[src/rtl/hier_snap_serializer.sv]
// hier_snap_serializer
// Captures one value per bot lane into shadow storage when a snapshot is
// requested, then streams the frozen lanes out one beat at a time over a
// valid/ready interface. Requests that arrive while a stream is in flight
// are counted in a saturating drop counter instead of being captured.

module hier_snap_serializer #(
   parameter int NUM_LANES = 3,
   parameter int LANE_W    = 8,
   parameter int IDX_W     = 2
) (
   input  logic                        i_clk,
   input  logic                        i_rst_n,
   input  logic [NUM_LANES*LANE_W-1:0] i_lane_data,
   input  logic                        i_snap_req,
   output logic                        o_out_valid,
   input  logic                        i_out_ready,
   output logic [LANE_W-1:0]           o_out_data,
   output logic [IDX_W-1:0]            o_out_idx,
   output logic                        o_out_last,
   output logic                        o_busy,
   output logic [7:0]                  o_drop_cnt
);

   typedef enum logic {
      IDLE = 1'b0,
      SEND = 1'b1
   } StateT;

   StateT                        r_state;
   StateT                        w_nextState;
   logic [NUM_LANES*LANE_W-1:0]  r_shadow;
   logic [IDX_W-1:0]             r_idx;
   logic [7:0]                   r_dropCnt;
   logic                         w_accept;
   logic                         w_lastBeat;

   // A beat is consumed only while streaming and the consumer is ready;
   // the last beat is the one carrying the highest lane index.
   assign w_accept   = (r_state == SEND) && i_out_ready;
   assign w_lastBeat = (r_idx == IDX_W'(NUM_LANES - 1));

   // State register; reset abandons any partial stream immediately.
   always_ff @(posedge i_clk or negedge i_rst_n) begin
      if (!i_rst_n) begin
         r_state <= IDLE;
      end else begin
         r_state <= w_nextState;
      end
   end

   // Next state: start streaming on a request, return to idle once the
   // last beat has been accepted.
   always_comb begin
      w_nextState = r_state;
      case (r_state)
         IDLE: begin
            if (i_snap_req) begin
               w_nextState = SEND;
            end
         end
         SEND: begin
            if (w_accept && w_lastBeat) begin
               w_nextState = IDLE;
            end
         end
      endcase
   end

   // Shadow capture and beat index. The shadow is written only from IDLE,
   // so it stays frozen for the whole stream regardless of lane activity.
   always_ff @(posedge i_clk or negedge i_rst_n) begin
      if (!i_rst_n) begin
         r_shadow <= '0;
         r_idx    <= '0;
      end else if (r_state == IDLE) begin
         if (i_snap_req) begin
            r_shadow <= i_lane_data;
            r_idx    <= '0;
         end
      end else if (w_accept) begin
         if (w_lastBeat) begin
            r_idx <= '0;
         end else begin
            r_idx <= r_idx + IDX_W'(1);
         end
      end
   end

   // Requests seen while streaming (including on the final handshake) are
   // ignored for capture and counted, saturating at 255.
   always_ff @(posedge i_clk or negedge i_rst_n) begin
      if (!i_rst_n) begin
         r_dropCnt <= '0;
      end else if (i_snap_req && (r_state == SEND) && (r_dropCnt != 8'hFF)) begin
         r_dropCnt <= r_dropCnt + 8'd1;
      end
   end

   // Data is a mux over the frozen shadow, so it holds while a beat stalls.
   assign o_out_valid = (r_state == SEND);
   assign o_busy      = (r_state == SEND);
   assign o_out_data  = r_shadow[int'(r_idx) * LANE_W +: LANE_W];
   assign o_out_idx   = r_idx;
   assign o_out_last  = (r_state == SEND) && w_lastBeat;
   assign o_drop_cnt  = r_dropCnt;

endmodule

[config.mk]
export PLATFORM = sky130hd
export DESIGN_NAME = hier_snap_serializer
export DESIGN_NICKNAME = d
export VERILOG_FILES = /design/src/rtl/hier_snap_serializer.sv
export SDC_FILE = /design/constraint.sdc
export NUM_CORES = 1
export LEC_CHECK = 0
export ABC_AREA = 1
export BUFFER_PORTS_ARGS = -buffer_cell sky130_fd_sc_hd__buf_2
export CORE_ASPECT_RATIO = 1.2
export CORE_UTILIZATION = 45
export CTS_CLUSTER_SIZE = 28
export DETAILED_ROUTE_END_ITERATION = 7
export GPL_ROUTABILITY_DRIVEN = 1
export PLACE_DENSITY_LB_ADDON = 0.25
export SETUP_SLACK_MARGIN = 0.3
export SKIP_CTS_REPAIR_TIMING = 1
export SYNTH_ARGS = -nofsm -noshare
export SYNTH_HDL_FRONTEND = slang
export SYNTH_SLANG_ARGS = --single-unit
[constraint.sdc]
create_clock -name i_clk -period 1.5 [get_ports i_clk]
set_clock_uncertainty 0.1 [all_clocks]
set_input_delay 0.3 -clock i_clk [delete_from_list [all_inputs] [get_ports i_clk]]
set_output_delay 0.3 -clock i_clk [all_outputs]
set_load 0.02 [all_outputs]
# Word level (Yosys, flattened, before mapping)
# Cells that the tools add are included.
# Widths: inputs -> output; s select.
[classes]
bitwise = 1
mux = 7
n_reduce_logical = 8
n_addsub = 2
eq_ne = 3
shifts = 1
[ops]
columns = ["cell", "count"]
rows = [
  ["$shiftx 24x6->8", 1],
  ["$add 8x1->8 const B", 1],
  ["$mux 2", 4],
  ["$ne 8x8->1 const B", 1],
  ["$logic_and 1x1->1", 5],
  ["$reduce_and 2->1", 2],
  ["$add 2x1->2 const B", 1],
  ["$eq 2x2->1 const B", 1],
  ["$mux 1", 2],
  ["$ne 2x1->1 const B", 1],
  ["$pmux 1 s2", 1],
  ["$reduce_bool 2->1", 1],
  ["$not 1->1", 1],
]
[totals]
ff_bits = 35
output_inout_bits = 21
wordCells = 26

# Depth between registers and ports, before layout
# Gate-level depths: netlist of run 1.
[logic_depth]
ltp_word = 4
mapped_depth = 8
depth_no_buf = 8

# Worst setup path before layout of run 1
# No wires, ideal clock.
[synth_timing]
path_type = "register -> output"
startpoint = "register r_idx[1] (netlist: o_out_idx[1])"
endpoint = "output port o_out_last"
stages_incl_launch_ff = 5
required_ns = 1.100
setup_slack_ns = -0.036
t_arrival_ns = 1.136
path_cell_list = "dfrtp_1 inv_1 nor2_2 inv_1 nor2_1"
[synth_between]
elab_chain_cells = 2
[synth_lines]
columns = ["item", "line", "rtl"]
rows = [
  ["start, declared", "33", "logic [IDX_W-1:0] r_idx;"],
  ["start signal, assigned", "85", "r_idx <= r_idx + IDX_W'(1);"],
  ["$eq 2x2->1", "41", "assign w_lastBeat = (r_idx == IDX_W'(NUM_LANES - 1));"],
  ["$logic_and 1x1->1", "105", "assign o_out_last = (r_state == SEND) && w_lastBeat;"],
  ["end, declared", "20", "output logic o_out_last,"],
]
# Every way passes these cells.

# Worst setup path in the final report of run 1
[layout_timing]
startpoint = "register r_idx[0] (netlist: o_out_idx[0])"
endpoint = "output port o_out_data[1]"
[layout_between]
elab_chain_cells = 1
[layout_lines]
columns = ["item", "line", "rtl"]
rows = [
  ["$shiftx 24x6->8", "103", "assign o_out_data = r_shadow[int'(r_idx) * LANE_W +: LANE_W];"],
  ["end, declared", "18", "output logic [LANE_W-1:0] o_out_data,"],
]
# Every way passes these cells.

==> flow_summary_export.csv, run 1 <==
group,metric,value,unit
drt,via_per_inst,4.77,
placement,dp_hpwl,2.42,mm
synth,syn_area,1730,um^2
drt,drt_wl_total,4.09,mm
power_and_ir_drop,switching_share,0.396,
job,cap_violations,0,
clock_tree,cts_root_buf,"clkbuf_8",
floorplanning,coreArea,3660,um^2
timing,slew_headroom,0.677,
cells_and_area,nets,267,
synth,ys_ff_latch,35,
power_and_ir_drop,clkPwrFrac,0.134,
clock_tree,cts_tree,"done",
min_path,holdPathStages,2,
clock_tree,clkSlewWorstSetupHoldPaths,0.07,ns
grt,grt_overflow_total,0,
timing,drv_slew,0,
critical_path,cp-start-kind,"register",
critical_path,critPathMaxFanout,8,
outcome,status,"finished, violations left",
placement,gp_congestion,0.779,
critical_path,r2r_cells,8,
synth,synthTopCellsByArea,"dfrtp_1, mux2_4, nand2_1, mux2_2, nand3_1",
floorplanning,die_area,4100,um^2
grt,grt_max_degree,27,
critical_path,worstSetupEndpointType,"output port",
drt,drtPass1Iterations,4,
floorplanning,ios,49,
power_and_ir_drop,vdd_drop_max,1210,uV
timing,finalCritPeriodShare,1.12,
synth,synth_top_area_cell,"dfrtp_1",
synth,yosysTopAreaCellShare,0.506,
synth,syn_nets,198,
power_and_ir_drop,power,5.50,mW
drt,vias,1389,
cells_and_area,antenna_cells_inserted,0,
synth,seq_area_frac_synth,0.506,
power_and_ir_drop,p_leak,1.36,nW
power_and_ir_drop,p_per_area,2120,nW/um^2
drt,ant_nets,0,
power_and_ir_drop,comb_power_share,0.543,
outcome,violations,"setup timing",
clock_tree,htree_levels,2,
grt,grt_pass1_vias,1232,
placement,port-buffer-count,48,
floorplanning,start_util,0.473,
power_and_ir_drop,p_seq_frac,0.323,
timing,hold_viol_final,0,
synth,syn_inst,169,
critical_path,path_class,"reg2out",
clock_tree,cts_sinks,35,
timing,timing.hold.ws,0.144,ns
clock_tree,numCtsBuffers,5,
clock_tree,cts_buffer_depth,2,
cells_and_area,drive_above_1_share,0.632,
grt,antenna_found_initial,0,
clock_tree,insertion_delay,0.28,ns
floorplanning,die_x,58.6,um
critical_path,required,1.10,ns
grt,grt_first_pass_wirelength,5.42,mm
cells_and_area,area.growth.synth_to_final,49.9,%
synth,yosys_warnings,0,
timing,worstMarginPinSlew,0.485,ns
critical_path,critPathArrivalTime,1.29,ns
floorplanning,die_h,70.0,um
drt,routedWlPerCell,14.1,um
synth,synth_area_per_cell,10.2,um^2
drt,drt_iter0_markers,58,
timing,fin_ws,-0.186,ns
timing,clock.fmax,0.593,GHz
floorplanning,rows,24,
timing,min_period,1.69,ns
grt,track_usage,0.181,
synth,synth_cell_types,19,
power_and_ir_drop,switchingPower,2.18,mW
drt,post-route-drc-count,0,
power_and_ir_drop,p_int,3.32,mW
timing,setup_viol,9,
timing,rsz0062_at_grt,"true",
min_path,hp-class,"in2reg",
==> through the flow <==
step           utilization  TNS [ns]  instances  setup WS, ns  cell area [um^2]
3_3_place_gp         0.572         0        268        0.0800              2100
5_1_grt              0.708     -2.05        291        -0.253              2590
6_report             0.708     -1.43        291        -0.186              2590
2_1_floorplan            -         0        169         0.163              1810
3_5_place_dp         0.572         0        268        0.0734              2100
4_1_cts              0.599     -1.98        276        -0.233              2200
==> power groups by stage <==
stage | registers, mW | clock network [mW] | logic (mW)
3_5_place_dp | 1.73 | 0 | 2.25
6_report | 1.78 | 0.736 | 2.98
2_1_floorplan | 1.80 | 0 | 1.63
3_3_place_gp | 1.73 | 0 | 2.23
5_1_grt | 1.83 | 0.804 | 3.19
4_1_cts | 1.73 | 0.754 | 2.26
==> cell families (layout without fill, tap and decap cells) <==
kind of cell,after synthesis,after routing,share of synthesized area
AO/OA/AOI/OAI,5,5,0.0173
XOR/XNOR,3,3,0.0152
adder cells (fa/ha/maj),1,1,0.00722
buffers and inverters,17,83,0.0578
flip-flops,35,35,0.506
multiplexers,24,24,0.195
AND/OR/NAND/NOR,84,88,0.202
==> flip-flops by register name (all words and copies together) (netlist names) <==
register,cells
o_drop_cnt,8
o_busy,1
r_shadow,24
o_out_idx,2
==> layout by cell type (no fill, tap or decap), types with 3 or more instances in the layout <==
master / Yosys / final
dfrtp_2: 0 / 9
buf_2: 0 / 29
mux2_2: 6 / 3
inv_2: 2 / 4
nand2_1: 64 / 45
nand3_2: 1 / 8
inv_1: 12 / 5
nand2_2: 1 / 15
nand2_8: 0 / 3
nand2_4: 1 / 6
nor2_4: 0 / 4
clkbuf_8: 0 / 7
dfrtp_1: 35 / 26
mux2_4: 18 / 21
buf_6: 0 / 13
buf_4: 1 / 16
==> area by class of cell <==
cell class,instances,area (um^2)
clock buffer,8,100
inverter,14,80.1
fill,296,1070
tap,52,65.1
timing repair buffer,61,462
multi-input combinational,121,1000
sequential,35,887
==> cells in the mapped netlist (all sizes together) <==
cell and n:
inv 14, nand2 66, ha 1, buf 3, mux2 24, xor2 1, a22oi 2, nand3 11
o21ai 3, nor2 7, xnor2 2, dfrtp 35
==> critical path, cell delays in order (launching register included) <==
cell and delay [ns]:
dfrtp_2 0.45, inv_2 0.06, nand2_2 0.09, clkinv_4 0.09, nand2_1 0.09, nand3_2 0.07
buf_4 0.16
==> worst paths after layout <==
path | start | to | slack (ns)
worst min-delay path | i_lane_data[5] | r_shadow[5] | 0.14
worst max register to register | o_drop_cnt[0] | o_drop_cnt[5] | 0.14
worst max-delay path | o_out_idx[0] | o_out_data[1] | -0.19
min in group asynchronous | i_rst_n | o_busy | 0.41
worst min register to register | r_shadow[22] | r_shadow[22] | 0.41
max in group asynchronous | i_rst_n | o_drop_cnt[5] | 0.43
==> per-layer routing <==
| layer | part of all wire | global-route usage | vias up |
|---|---|---|---|
| met2 | 0.55 | 0.290 | 37 |
| li1 | - | - | 683 |
| met5 | 0 | 0 | - |
| met1 | 0.40 | 0.226 | 660 |
| met4 | 0.022 | 0.0794 | 0 |
| met3 | 0.036 | 0.0481 | 9 |
No activity file was read; power rests on OpenSTA's default activity.
==> run 2: changes to the inputs <==
--- a/config.mk
+++ b/config.mk
@@ -8,10 +8,12 @@
 export ABC_AREA = 1
 export BUFFER_PORTS_ARGS = -buffer_cell sky130_fd_sc_hd__buf_2
 export CORE_ASPECT_RATIO = 1.2
-export CORE_UTILIZATION = 45
+export CORE_UTILIZATION = 51
+export CTS_CLUSTER_DIAMETER = 40
 export CTS_CLUSTER_SIZE = 28
 export DETAILED_ROUTE_END_ITERATION = 7
 export GPL_ROUTABILITY_DRIVEN = 1
+export GPL_TIMING_DRIVEN = 0
 export PLACE_DENSITY_LB_ADDON = 0.25
 export SETUP_SLACK_MARGIN = 0.3
 export SKIP_CTS_REPAIR_TIMING = 1
==> run 2 against run 1 <==
The run ends with hold timing, setup timing left. Sequential power is 3% higher. Via count is 6.1% higher. Critical path depth unchanged. Sequential share of layout area about the same. Critical path type unchanged. Critical endpoint is now o_out_data[0]. Largest power group unchanged.
==> flow_summary_export.csv, run 2 (same netlist as run 1, synthesis figures left out) <==
group,metric,value,unit
outcome,status,"finished, violations left",
outcome,violations,"hold timing, setup timing",
power_and_ir_drop,p_int,3.28,mW
clock_tree,insertion_delay,0.34,ns
grt,grt_overflow_total,0,
clock_tree,clkSlewWorstSetupHoldPaths,0.12,ns
floorplanning,die_area,3630,um^2
critical_path,path_class,"reg2out",
critical_path,ff2ff_setup_slack,0.11,ns
cells_and_area,final_common_cell,"nand2_1",
grt,grt_first_pass_wirelength,5.60,mm
timing,drv_slew,0,
cells_and_area,layout_common_cells,"nand2_1, buf_2, dfrtp_1",
cells_and_area,top_register,"r_shadow",
drt,drt_wl_total,4.46,mm
timing,hold_viol_final,35,
timing,slew_headroom,0.485,
timing,setup_viol,9,
critical_path,critPathArrivalTime,1.38,ns
power_and_ir_drop,clkPwrFrac,0.092,
critical_path,cp-start-kind,"register",
cells_and_area,final_core_util,0.826,
cells_and_area,antenna_cells_inserted,0,
timing,finalCritPeriodShare,1.19,
floorplanning,rows,22,
critical_path,critPathSlowestCell,"dfrtp_2",
critical_path,critPathMaxStageDelay,0.50,ns
drt,vias,1474,
drt,routedWlPerCell,16.1,um
drt,drt_iter0_markers,34,
power_and_ir_drop,p_leak,1.37,nW
power_and_ir_drop,switching_share,0.418,
drt,ant_nets,0,
floorplanning,die_h,65.8,um
critical_path,path_cells,"inv_2 > nand2_4 > inv_8 > nand2_1 > nand3_2 > buf_6",
drt,post-route-drc-count,0,
drt,via_per_inst,5.30,
placement,dp_hpwl,2.59,mm
cells_and_area,area.growth.synth_to_final,49.6,%
power_and_ir_drop,p_seq_frac,0.325,
critical_path,required,1.10,ns
grt,track_usage,0.225,
grt,grt_max_degree,36,
floorplanning,ios,49,
placement,port-buffer-count,48,
timing,worstMarginPinSlew,0.773,ns
clock_tree,cts_buffer_depth,2,
critical_path,critPathMaxFanout,8,
cells_and_area,nets,270,
power_and_ir_drop,comb_power_share,0.583,
clock_tree,cts_root_buf,"clkbuf_4",
min_path,hp-class,"in2async",
timing,rsz0062_at_grt,"true",
critical_path,critPathBufInv,3,
cells_and_area,drive_above_1_share,0.628,
cells_and_area,fin_area,2590,um^2
critical_path,critical-path-top-delay-family,"flip-flops",
placement,place_ws,0.0626,ns
timing,min_period,1.78,ns
power_and_ir_drop,switchingPower,2.35,mW
timing,clock.fmax,0.561,GHz
floorplanning,coreArea,3140,um^2
placement,postPlaceCellArea,2100,um^2
power_and_ir_drop,vdd_drop_max,1650,uV
clock_tree,htree_levels,2,
clock_tree,cts_sinks,35,
cells_and_area,fill_cells,177,
timing,fin_ws,-0.282,ns
cells_and_area,largest_reg_flops,24,
grt,grt_pass1_vias,1341,
drt,drtPass1Iterations,4,
power_and_ir_drop,power,5.63,mW
clock_tree,numCtsBuffers,5,
job,cap_violations,0,
floorplanning,die_x,55.2,um
clock_tree,cts_tree,"done",
timing,timing.hold.ws,-0.0864,ns
floorplanning,start_util,0.552,
power_and_ir_drop,p_per_area,2170,nW/um^2
placement,gp_congestion,0.743,
critical_path,worstSetupEndpointType,"output port",
grt,antenna_found_initial,0,
run 2: final timing paths:
check | startpoint | cells past startpoint | end
worst max-delay path | o_out_idx[0] | 6 | o_out_data[0]
worst min-delay path | i_rst_n | 1 | o_drop_cnt[6]
worst min register to register | r_shadow[6] | 1 | r_shadow[6]
max in group asynchronous | i_rst_n | 1 | o_drop_cnt[2]
worst max register to register | o_drop_cnt[2] | 8 | o_drop_cnt[7]
min in group i_clk | i_lane_data[16] | 2 | r_shadow[16]
run 2: per-layer routing:
| metal | global-route usage | up-vias | share of wire |
|---|---|---|---|
| met1 | 0.245 | 720 | 0.37 |
| li1 | - | 682 | - |
| met4 | 0.0875 | 0 | 0.027 |
| met2 | 0.380 | 60 | 0.56 |
| met3 | 0.0851 | 12 | 0.048 |
| met5 | 0 | - | 0 |
run 2: area by class of cell:
type,count,area [um^2],share of cell area
multi-input cells,119,990,0.382
flip-flops and latches,35,886,0.342
plain buffers,3,51.3,0.0198
clock buffers,5,37.5,0.0145
clock inverters,3,20.0,0.00773
inverters,14,82.6,0.0319
repair buffers,63,479,0.185
well taps,36,45.0,0.0174
run 2: power by group through the flow:
stage          sequential [mW]  clock [mW]  combinational [mW]
6_report                  1.83       0.518                3.28
5_1_grt                   1.89       0.584                3.47
4_1_cts                   1.75       0.522                2.33
3_5_place_dp              1.75           0                2.33
3_3_place_gp              1.72           0                2.25
2_1_floorplan             1.80           0                1.63
run 2: per-stage QoR:
stage / TNS [ns] / hold WS, ns / std cells
after floorplan: 0 / -0.0956 / 169
after global placement: 0 / 0.302 / 253
after CTS: -2.93 / -0.0673 / 261
after global routing: -3.20 / -0.0570 / 278
after detailed placement: 0 / 0.314 / 253
final: -2.38 / -0.0864 / 278
==> run 3: changes to the inputs <==
--- a/config.mk
+++ b/config.mk
@@ -5,7 +5,6 @@
 export SDC_FILE = /design/constraint.sdc
 export NUM_CORES = 1
 export LEC_CHECK = 0
-export ABC_AREA = 1
 export BUFFER_PORTS_ARGS = -buffer_cell sky130_fd_sc_hd__buf_2
 export CORE_ASPECT_RATIO = 1.2
 export CORE_UTILIZATION = 51
@@ -15,7 +14,6 @@
 export GPL_ROUTABILITY_DRIVEN = 1
 export GPL_TIMING_DRIVEN = 0
 export PLACE_DENSITY_LB_ADDON = 0.25
-export SETUP_SLACK_MARGIN = 0.3
 export SKIP_CTS_REPAIR_TIMING = 1
 export SYNTH_ARGS = -nofsm -noshare
 export SYNTH_HDL_FRONTEND = slang
==> run 3 against run 2 <==
The run ends with setup timing left. Non-clock buffer count up 6. Largest cell class unchanged. Utilization shrank 4.6 points. Clock power is 8.7% higher. Wire length is 2.7% lower. Critical path depth is 1 lower.
==> flow_summary_export.csv, run 3 <==
group,metric,value,unit
outcome,status,"finished, violations left",
outcome,violations,"setup timing",
synth,synth_commonest_cells,"dfrtp_1, mux2_4, nand2_1",
grt,grt_pass1_vias,1227,
power_and_ir_drop,p_per_area,2300,nW/um^2
cells_and_area,antenna_cells_inserted,0,
clock_tree,htree_levels,2,
cells_and_area,fill_cells,191,
clock_tree,clkSlewWorstSetupHoldPaths,0.12,ns
min_path,hp-class,"in2reg",
grt,grt_first_pass_wirelength,5.55,mm
critical_path,critPathMaxFanout,8,
cells_and_area,final_common_cell,"buf_2",
cells_and_area,fin_area,2470,um^2
timing,min_period,1.85,ns
drt,drt_iter0_markers,47,
clock_tree,cts_root_buf,"clkbuf_4",
critical_path,worstSetupEndpointType,"output port",
floorplanning,start_util,0.552,
synth,yosysTopAreaCellShare,0.501,
placement,postPlaceCellArea,2070,um^2
placement,dp_hpwl,2.46,mm
power_and_ir_drop,vdd_drop_max,1640,uV
synth,syn_inst,130,
drt,drt_wl_total,4.34,mm
job,cap_violations,0,
floorplanning,die_h,66.1,um
timing,slew_headroom,0.495,
synth,syn_area,1750,um^2
floorplanning,ios,49,
critical_path,critPathArrivalTime,1.45,ns
min_path,hold_path.startpoint,"i_out_ready",
synth,synth_area_per_cell,13.4,um^2
placement,port-buffer-count,48,
clock_tree,insertion_delay,0.36,ns
drt,routedWlPerCell,18.2,um
synth,synth-async-reset-ratio,1.00,
timing,clock.fmax,0.541,GHz
cells_and_area,largest_reg_flops,24,
critical_path,reg2reg_from,"o_busy",
grt,track_usage,0.206,
floorplanning,rows,22,
placement,gp_congestion,0.789,
clock_tree,cts_sinks,35,
synth,yosys_most_used_dff,"dfrtp_1",
critical_path,path_cells,"nor2b_2 > buf_6 > nand2_1 > o21ai_2 > buf_2",
cells_and_area,layout_common_cells,"buf_2, dfrtp_1, mux2_4",
critical_path,crit_start,"o_out_idx[0]",
clock_tree,cts_tree,"done",
cells_and_area,top_register,"r_shadow",
synth,syn_nets,159,
synth,synth_edf_count,0,
cells_and_area,nets,230,
placement,dp_cells,214,
drt,post-route-drc-count,0,
critical_path,critPathMaxStageDelay,0.42,ns
critical_path,path_class,"reg2out",
drt,drtPass1Iterations,4,
drt,via_per_inst,5.63,
cells_and_area,area.growth.synth_to_final,41.3,%
synth,synthTopCellsByArea,"dfrtp_1, mux2_4, mux2i_1, mux2_2, nand2_1",
timing,hold_viol_final,0,
timing,setup_viol,37,
clock_tree,numCtsBuffers,5,
synth,yosysMostFrequentCell,"dfrtp_1",
grt,antenna_found_initial,0,
floorplanning,coreArea,3170,um^2
critical_path,critPathSlowestCell,"dfrtp_1",
critical_path,cp-start-kind,"register",
power_and_ir_drop,p_leak,1.16,nW
timing,fin_ws,-0.350,ns
floorplanning,die_x,55.4,um
timing,worstMarginPinSlew,0.757,ns
drt,ant_nets,0,
synth,ys_ff_latch,35,
cells_and_area,instances_no_fill,238,
timing,finalCritPeriodShare,1.23,
synth,synth_cell_types,34,
timing,timing.hold.ws,0.0461,ns
grt,grt_overflow_total,0,
drt,vias,1341,
grt,grt_max_degree,36,
cells_and_area,drive_above_1_share,0.658,
synth,yosys_warnings,0,
synth,synth_top_area_cell,"dfrtp_1",
critical_path,critPathBufInv,2,
timing,rsz0062_at_grt,"true",
timing,drv_slew,0,
critical_path,critical-path-top-delay-family,"flip-flops",
critical_path,required,1.10,ns
clock_tree,cts_buffer_depth,2,
synth,seq_area_frac_synth,0.501,
critical_path,ff2ff_setup_slack,-0.12,ns
floorplanning,die_area,3670,um^2
## run 3: final cells by class
| type | instances | area [um^2] | area share |
|---|---|---|---|
| Buffer | 8 | 105 | 0.0426 |
| Clock buffer | 7 | 55.1 | 0.0223 |
| Clock inverter | 1 | 5.00 | 0.00203 |
| Multi-Input combinational cell | 87 | 912 | 0.369 |
| Sequential cell | 35 | 883 | 0.358 |
| Tap cell | 36 | 45.0 | 0.0182 |
| Timing Repair Buffer | 64 | 464 | 0.188 |
## run 3: final timing paths
| check | endpoint | cells after the start |
|---|---|---|
| worst max-delay path | o_out_data[4] | 5 |
| worst min-delay path | o_busy | 2 |
| worst max register to register | r_shadow[3] | 6 |
| worst min register to register | r_shadow[22] | 1 |
| max in group asynchronous | o_out_idx[1] | 2 |
| min in group asynchronous | o_drop_cnt[4] | 2 |
## run 3: through the flow
step | total power [mW] | TNS (ns) | setup WS (ns) | util
floorplan | 3.58 | -0.0693 | -0.0637 | -
finish | 5.67 | -5.21 | -0.350 | 0.780
detailed placement | 4.25 | -1.53 | -0.200 | 0.655
global placement | 4.15 | -0.628 | -0.0792 | 0.655
CTS | 4.82 | -5.27 | -0.611 | 0.674
global route | 5.93 | -6.80 | -0.391 | 0.780
## run 3: per-layer routing
metal,share of wire,track usage
met1,0.39,0.220
met5,0,0
met2,0.54,0.361
met4,0.033,0.109
met3,0.039,0.0705
## run 3: cell families after synthesis
logic type	count (synthesis)	synth area share
AND/OR/NAND/NOR	30	0.0966
adder cells (fa/ha/maj)	1	0.00716
AO/OA/AOI/OAI	17	0.0651
flip-flops	35	0.501
buffers and inverters	8	0.0451
multiplexers	37	0.275
XOR/XNOR	2	0.0100
## run 3: where the power goes
group	internal, mW	switching, mW
Combinational	1.81	1.45
Sequential	1.41	0.437
Clock	0.227	0.336
Total	3.45	2.22
